===== config.mk =====
export PLATFORM = sky130hd
export DESIGN_NAME = ex_mem_pipe
export DESIGN_NICKNAME = d
export VERILOG_FILES = /design/src/rtl/ex_mem_pipe.sv
export SDC_FILE = /design/constraint.sdc
export NUM_CORES = 1
export LEC_CHECK = 0
export BUFFER_PORTS_ARGS = -buffer_cell sky130_fd_sc_hd__buf_2
export CAP_MARGIN = 20
export CELL_PAD_IN_SITES_DETAIL_PLACEMENT = 0
export CELL_PAD_IN_SITES_GLOBAL_PLACEMENT = 2
export CORE_MARGIN = 5
export CORE_UTILIZATION = 30
export DETAILED_ROUTE_END_ITERATION = 16
export PLACE_DENSITY_LB_ADDON = 0.1
export SLEW_MARGIN = 20
export SYNTH_ARGS = -nofsm -noshare
export SYNTH_HDL_FRONTEND = slang
export SYNTH_SLANG_ARGS = --single-unit

===== constraint.sdc =====
create_clock -name clk -period 2.7 [get_ports clk]
set_clock_uncertainty 0.05 [all_clocks]
set_input_delay 0.135 -clock clk [delete_from_list [all_inputs] [get_ports clk]]
set_output_delay 0.135 -clock clk [all_outputs]
set_load 0.1 [all_outputs]

===== src/rtl/ex_mem_pipe.sv =====
// EX->MEM pipeline register with stall/flush handling and halt sequencing.
// A committed halt raises createdump for one cycle, then freezes the stage as a bubble.
module ex_mem_pipe #(
    parameter int DATA_W     = 16,
    parameter int REG_ADDR_W = 3
) (
    input  logic                  clk,
    input  logic                  rst,
    input  logic [DATA_W-1:0]     ex_ALU_out,
    input  logic [DATA_W-1:0]     ex_data_2,
    input  logic                  ex_write_mem,
    input  logic                  ex_read_mem,
    input  logic                  ex_reg_wr,
    input  logic [REG_ADDR_W-1:0] ex_wr_reg,
    input  logic                  ex_mem_to_reg,
    input  logic                  ex_halt,
    input  logic                  ex_valid,
    input  logic                  stall,
    input  logic                  flush,
    output logic [DATA_W-1:0]     ALU_out,
    output logic [DATA_W-1:0]     data_2,
    output logic                  write_mem,
    output logic                  read_mem,
    output logic                  reg_wr,
    output logic [REG_ADDR_W-1:0] wr_reg,
    output logic                  mem_to_reg,
    output logic                  valid,
    output logic                  createdump,
    output logic                  halted
);

    typedef enum logic [1:0] {
        RUN    = 2'd0,
        DUMP   = 2'd1,
        HALTED = 2'd2
    } state_t;

    state_t state;
    logic   halt_q;

    // createdump/halted are registered alongside the state so they never see an input path.
    always_ff @(posedge clk or negedge rst) begin
        if (!rst) begin
            state      <= RUN;
            ALU_out    <= '0;
            data_2     <= '0;
            write_mem  <= 1'b0;
            read_mem   <= 1'b0;
            reg_wr     <= 1'b0;
            wr_reg     <= '0;
            mem_to_reg <= 1'b0;
            halt_q     <= 1'b0;
            valid      <= 1'b0;
            createdump <= 1'b0;
            halted     <= 1'b0;
        end else begin
            case (state)
                RUN: begin
                    if ((valid && halt_q) || flush) begin
                        // A halt reaching MEM wins over everything and starts the dump sequence.
                        if (valid && halt_q) begin
                            state      <= DUMP;
                            createdump <= 1'b1;
                        end
                        ALU_out    <= '0;
                        data_2     <= '0;
                        write_mem  <= 1'b0;
                        read_mem   <= 1'b0;
                        reg_wr     <= 1'b0;
                        wr_reg     <= '0;
                        mem_to_reg <= 1'b0;
                        halt_q     <= 1'b0;
                        valid      <= 1'b0;
                    end else if (!stall) begin
                        ALU_out    <= ex_ALU_out;
                        data_2     <= ex_data_2;
                        wr_reg     <= ex_wr_reg;
                        write_mem  <= ex_write_mem  & ex_valid;
                        read_mem   <= ex_read_mem   & ex_valid;
                        reg_wr     <= ex_reg_wr     & ex_valid;
                        mem_to_reg <= ex_mem_to_reg & ex_valid;
                        halt_q     <= ex_halt       & ex_valid;
                        valid      <= ex_valid;
                    end
                end
                DUMP: begin
                    state      <= HALTED;
                    createdump <= 1'b0;
                    halted     <= 1'b1;
                end
                HALTED: begin
                    createdump <= 1'b0;
                    halted     <= 1'b1;
                end
                default: begin
                    state      <= HALTED;
                    createdump <= 1'b0;
                    halted     <= 1'b1;
                end
            endcase
        end
    end

endmodule


==> results.json, run 1 <==
{
  "startpoint_of_the_lowest_slack_register_to_register_path": "state[1]",
  "violation_count_after_the_first_detailed_route_iteration": 34,
  "io_buffer_count": 86,
  "hold_depth": 3,
  "rsz0062_at_grt": "no",
  "postSynthNetCount": 225,
  "cp.arrival_ns": 1.88,
  "antenna_violations_before_repair": 0,
  "antennaDiodeCount": 0,
  "post_detailed_route_count_of_antenna_violating_nets": 0,
  "synth_top_cell_by_area": "dfrtp_1",
  "number_of_resized_instances_in_the_post_cts_repair_step": 0,
  "die_height_microns": 90.74,
  "layout.cells.non_filler": 346,
  "via_count": 1443,
  "initial_core_util_pct": 30.80,
  "synth_cells": 180,
  "worstHoldStart": "ex_ALU_out[4]",
  "postRouteWirelength_microns": 4517,
  "synth_edf_count": 0,
  "row_count": 29,
  "timing.critical_path.from_type": "flop",
  "ctsLongestPathBuffers": 2,
  "yosys_most_used_dff": "dfrtp_1",
  "reg2reg_slack_ns": 0.99,
  "worst-path-max-fanout": 15,
  "die-area_sq_mm": 0.008234,
  "slew_headroom_pct": 60.95,
  "global_route.overflow_total": 0,
  "critPathSlowestCell": "a21oi_4",
  "synth_compound_area_share_pct": 1.536,
  "adder_cell_share_of_the_synthesized_area_pct": 0,
  "number_of_buffers_inserted_by_post_cts_setup_repair": 0,
  "worstPathCellList": "or2_1, a21oi_4, buf_12, mux2i_1",
  "timing.hold.worst_endpoint": "ALU_out[4]",
  "ys_ff_latch": 45,
  "synth_top_family_by_area": "multiplexers",
  "clock_sink_count": 45,
  "setup.worst_path.class": "reg2reg",
  "grt_pass1_vias": 1581,
  "io-pin-count": 87,
  "detail_route.vias_per_cell": 4.171,
  "worst_ep_required_time_ns": 2.87,
  "yosys-top-cells-area": "dfrtp_1 (58%), mux2i_1 (18%), nand2_1 (7.1%)",
  "count_of_yosys_warnings_during_synthesis": 0,
  "synthArstFlopShare_pct": 100.0,
  "ys_seq_area_share_pct": 57.58,
  "synth_area_sq_mm": 0.001956,
  "critPathCaptureType": "flop",
  "worstHoldPathType": "in2reg",
  "timing.setup.tns_ns": 0,
  "clk_root_buffer_cell": "clkbuf_8",
  "clk_pin_slew_worst_paths_ns": 0.09,
  "dpl.hpwl_microns": 3137,
  "core_area_sq_mm": 0.006350,
  "achievable-frequency_ghz": 0.5854,
  "rr_endpoint": "ALU_out[7]",
  "drive_gt1_share_pct": 36.80,
  "maxCapViolations": 0,
  "run_status": "completed",
  "fin_crit_ns": 1.708,
  "cts_tree": "done",
  "layout_worst_path_cycle_share_pct": 63.27,
  "critPathLaunch": "state[1]",
  "slew_limit_fails": 0,
  "yosysUniqueCellTypes": 17,
  "post-place-cells": 337,
  "timing.reg2reg.worst_path_depth": 4,
  "global_route_wire_length_before_repair_microns": 7859,
  "synthMuxAreaShare_pct": 21.31,
  "route.detailed.wl_per_inst_microns": 13.05,
  "synth_simple_gate_area_share_pct": 9.725,
  "drc": 0,
  "die_width_microns": 90.74,
  "detailed_router_iteration_count_before_antenna_repair": 4,
  "number_of_levels_in_the_clock_h_tree": 2,
  "grt_max_degree": 46,
  "tritoncts.num_buffers": 5,
  "avgSynthCellArea_sq_um": 10.86,
  "globalplace.congestion": 0.6847,
  "final_nets": 313,
  "synth_xor_xnor_area_share_pct": 0,
  "actual_slew_at_the_worst_max_slew_pin_ns": 0.5858,
  "report.final.hold_viol_count": 0,
  "synth_top_area_share_pct": 57.58,
  "grt_util_all_layers_pct": 11.64,
  "setup-violations-final": 0,
  "timing.critical_path.slowest_cell_delay_ns": 0.47,
  "clk_latency_ns": 0.29,
  "area_delta_synth_final_pct": 33.40
}
routing by layer:
layer  up-vias  track usage, %  wire [microns]
met4         0           4.467              76
met2        51           17.01            1954
met1       659           15.34            2065
met5         -               0               0
met3         9           4.667             420
li1        724               -               -
placed cells by master (no fill, tap or decap):
master,instances
a21oi_1,1
a21oi_4,2
and3_1,5
buf_12,2
buf_2,85
buf_4,2
bufinv_16,1
clkbuf_1,1
clkbuf_8,6
dfrtp_1,45
dlygate4sd3_1,1
inv_1,36
mux2_1,4
mux2_2,1
mux2i_1,36
nand2_1,37
nor2_1,2
or2_1,1
or3_1,1
repair_timing:
item	in CTS	in global routing
endpoints found under the setup margin	0	0
hold buffers	0	1
hold endpoints to repair	0	45
cells by family (layout without fill, tap and decap cells):
family                 Yosys count  after routing
AOI/OAI and AO/OA                3              3
buffers and inverters           45            134
DFF                             45             45
muxes                           41             41
and+or+nand+nor                 46             46
worst max-delay path by stage:
stage | end | slack [ns] | cells after the start
detailed placement | data_2[3] | 0.96 | 4
CTS | wr_reg[0] | 0.94 | 4
floorplan | mem_to_reg | 0.63 | 4
finish | ALU_out[7] | 0.99 | 4
global placement | wr_reg[0] | 0.98 | 4
global route | ALU_out[7] | 0.84 | 4
synthesized netlist by cell type, types with 2 or more instances:
library cell	instances
inv_1	36
mux2_1	4
and3_1	5
nor2_1	2
buf_2	4
dfrtp_1	45
mux2i_1	36
nand2_1	37
buf_4	3
metrics by stage:
stage / instance area (sq um) / worst slack [ns] / utilization, % / hold WS [ns]
2_1_floorplan: 1956 / 0.6280 / - / -0.2106
4_1_cts: 2596 / 0.9412 / 40.89 / 0.002854
6_report: 2609 / 0.9917 / 41.08 / 0.01682
3_3_place_gp: 2480 / 0.9774 / 39.05 / 0.3303
3_5_place_dp: 2480 / 0.9573 / 39.05 / 0.3339
5_1_grt: 2609 / 0.8419 / 41.08 / 0.01998
area by class of cell:
type	count	area, sq um
clock buffers	7	86.33
clock inverters	1	30.03
flip-flops and latches	45	1126
multi-input cells	90	644.4
repair buffers	90	490.5
inverters	36	135.1
fillers	641	3741
well taps	77	96.34
worst max-delay path: cells and delay by family (launching register included):
family,cells,cell delay [ns]
AOI/OAI and AO/OA,1,0.47
buffers and inverters,1,0.24
muxes,1,0.20
DFF,1,0.37
and+or+nand+nor,1,0.30
Power of run 1 is not shown: default switching activity piles up to over one toggle a cycle in this logic, so the estimate is an artifact.
==> run 2, diff against run 1 <==
--- a/config.mk
+++ b/config.mk
@@ -10,7 +10,7 @@
 export CELL_PAD_IN_SITES_DETAIL_PLACEMENT = 0
 export CELL_PAD_IN_SITES_GLOBAL_PLACEMENT = 2
 export CORE_MARGIN = 5
-export CORE_UTILIZATION = 30
+export CORE_UTILIZATION = 25
 export DETAILED_ROUTE_END_ITERATION = 16
 export PLACE_DENSITY_LB_ADDON = 0.1
 export SLEW_MARGIN = 20
==> constraint.sdc (replaced) <==
create_clock -name clk -period 1.55 [get_ports clk]
set_clock_uncertainty 0.05 [all_clocks]
set_input_delay 0.0775 -clock clk [delete_from_list [all_inputs] [get_ports clk]]
set_output_delay 0.0775 -clock clk [all_outputs]
set_load 0.1 [all_outputs]
==> results.json, run 2 (synthesis gave the netlist of run 1 again) <==
{
  "run_status": "completed",
  "cp_top_family": "flip-flops",
  "timing.critical_path.buf_inv": 1,
  "grt_util_all_layers_pct": 10.73,
  "layout.cells.most_common_list": "buf_2 (86), dfrtp_1 (44), nand2_1 (37)",
  "ctsLongestPathBuffers": 2,
  "detail_route.vias_per_cell": 3.879,
  "slew_limit_fails": 0,
  "global_route_wire_length_before_repair_microns": 8431,
  "dpl.hpwl_microns": 3491,
  "number_of_levels_in_the_clock_h_tree": 2,
  "clk_pin_slew_worst_paths_ns": 0.08,
  "timing.critical_path.slowest_cell_delay_ns": 0.38,
  "layout.cells.non_filler": 413,
  "core_area_sq_mm": 0.007687,
  "cp.arrival_ns": 1.60,
  "layout.filler_cells": 797,
  "row_count": 32,
  "globalplace.congestion": 0.6769,
  "die_width_microns": 98.45,
  "die_height_microns": 98.45,
  "post_detailed_route_count_of_antenna_violating_nets": 0,
  "tritoncts.num_buffers": 5,
  "grt_pass1_vias": 1760,
  "final_nets": 355,
  "drive_gt1_share_pct": 35.69,
  "critPathSlowestCell": "dfrtp_1",
  "report.final.hold_viol_count": 0,
  "detailed_router_iteration_count_before_antenna_repair": 4,
  "worstHoldPathType": "in2reg",
  "route.detailed.wl_per_inst_microns": 12.09,
  "setup-violations-final": 0,
  "setup.worst_path.class": "reg2reg",
  "layout_commonest_cell": "buf_2",
  "clk_latency_ns": 0.29,
  "clk_root_buffer_cell": "clkbuf_8",
  "grt_max_degree": 46,
  "drc": 0,
  "die-area_sq_mm": 0.009691,
  "finish.utilization_pct": 39.86,
  "achievable-frequency_ghz": 0.6791,
  "cts_tree": "done",
  "worst_ep_required_time_ns": 1.68,
  "io-pin-count": 87,
  "postRouteWirelength_microns": 4995,
  "worstPathCellList": "or2_4, a21oi_4, buf_12, mux2_2",
  "rsz0062_at_grt": "no",
  "post-place-cells": 368,
  "fin_crit_ns": 1.472,
  "maxCapViolations": 0,
  "violation_count_after_the_first_detailed_route_iteration": 24,
  "layout_worst_path_cycle_share_pct": 95.00,
  "area_delta_synth_final_pct": 56.69,
  "timing.critical_path.from_type": "flop",
  "io_buffer_count": 86,
  "antennaDiodeCount": 0,
  "via_count": 1602,
  "initial_core_util_pct": 25.44,
  "global_route.overflow_total": 0,
  "actual_slew_at_the_worst_max_slew_pin_ns": 0.5006,
  "slew_headroom_pct": 66.86,
  "antenna_violations_before_repair": 0,
  "critPathCaptureType": "flop",
  "clock_sink_count": 45,
  "worst-path-max-fanout": 10
}
## run 2: routing by layer
layer / GRT usage (%) / share of wire (%)
met5: 0 / 0
met4: 3.046 / 0.38
met2: 18.04 / 47
met1: 13.06 / 44
met3: 3.751 / 8.1
## run 2: final timing paths
check,slack [ns],depth (start not counted),to,start
max in group asynchronous,0.97,3,valid,rst
setup / recovery,0.08,4,reg_wr,state[1]
setup reg to reg,0.08,4,reg_wr,state[1]
min in group asynchronous,0.25,3,data_2[6],rst
hold reg to reg,0.41,1,halted,halted
hold / removal,0.03,3,valid,ex_valid
## run 2: metrics by stage
step,area [sq um],TNS (ns),hold slack (ns),worst slack (ns)
after floorplan,1982,-0.09830,-0.2681,-0.02488
after global placement,2600,0,0.03308,0.06909
after detailed placement,2600,0,0.03732,0.05835
after CTS,3050,0,0.01352,0.04520
after global routing,3064,0,0.04562,0.009450
final,3064,0,0.03102,0.07751
## run 2: area by class of cell
cell class | instances | area, sq um | share of cell area, %
well taps | 102 | 127.6 | 4.165
multi-input cells | 90 | 661.9 | 21.60
repair buffers | 132 | 919.6 | 30.01
clock buffers | 8 | 90.09 | 2.940
inverters | 36 | 135.1 | 4.410
flip-flops and latches | 45 | 1130 | 36.87
## run 2: worst reg2reg max path: stages (launching register included)
cell     delay, ns
dfrtp_1       0.38
or2_4         0.26
a21oi_4       0.18
buf_12        0.17
mux2_2        0.33
## run 2: repair_timing
item | 4_1_cts | 5_1_grt
gates resized for setup | 0 | 2
hold endpoints to repair | 80 | 0
setup endpoints to repair | 0 | 4
hold buffers | 36 | 0
buffers inserted | 0 | 1
Power of run 2 is left out for the same reason.
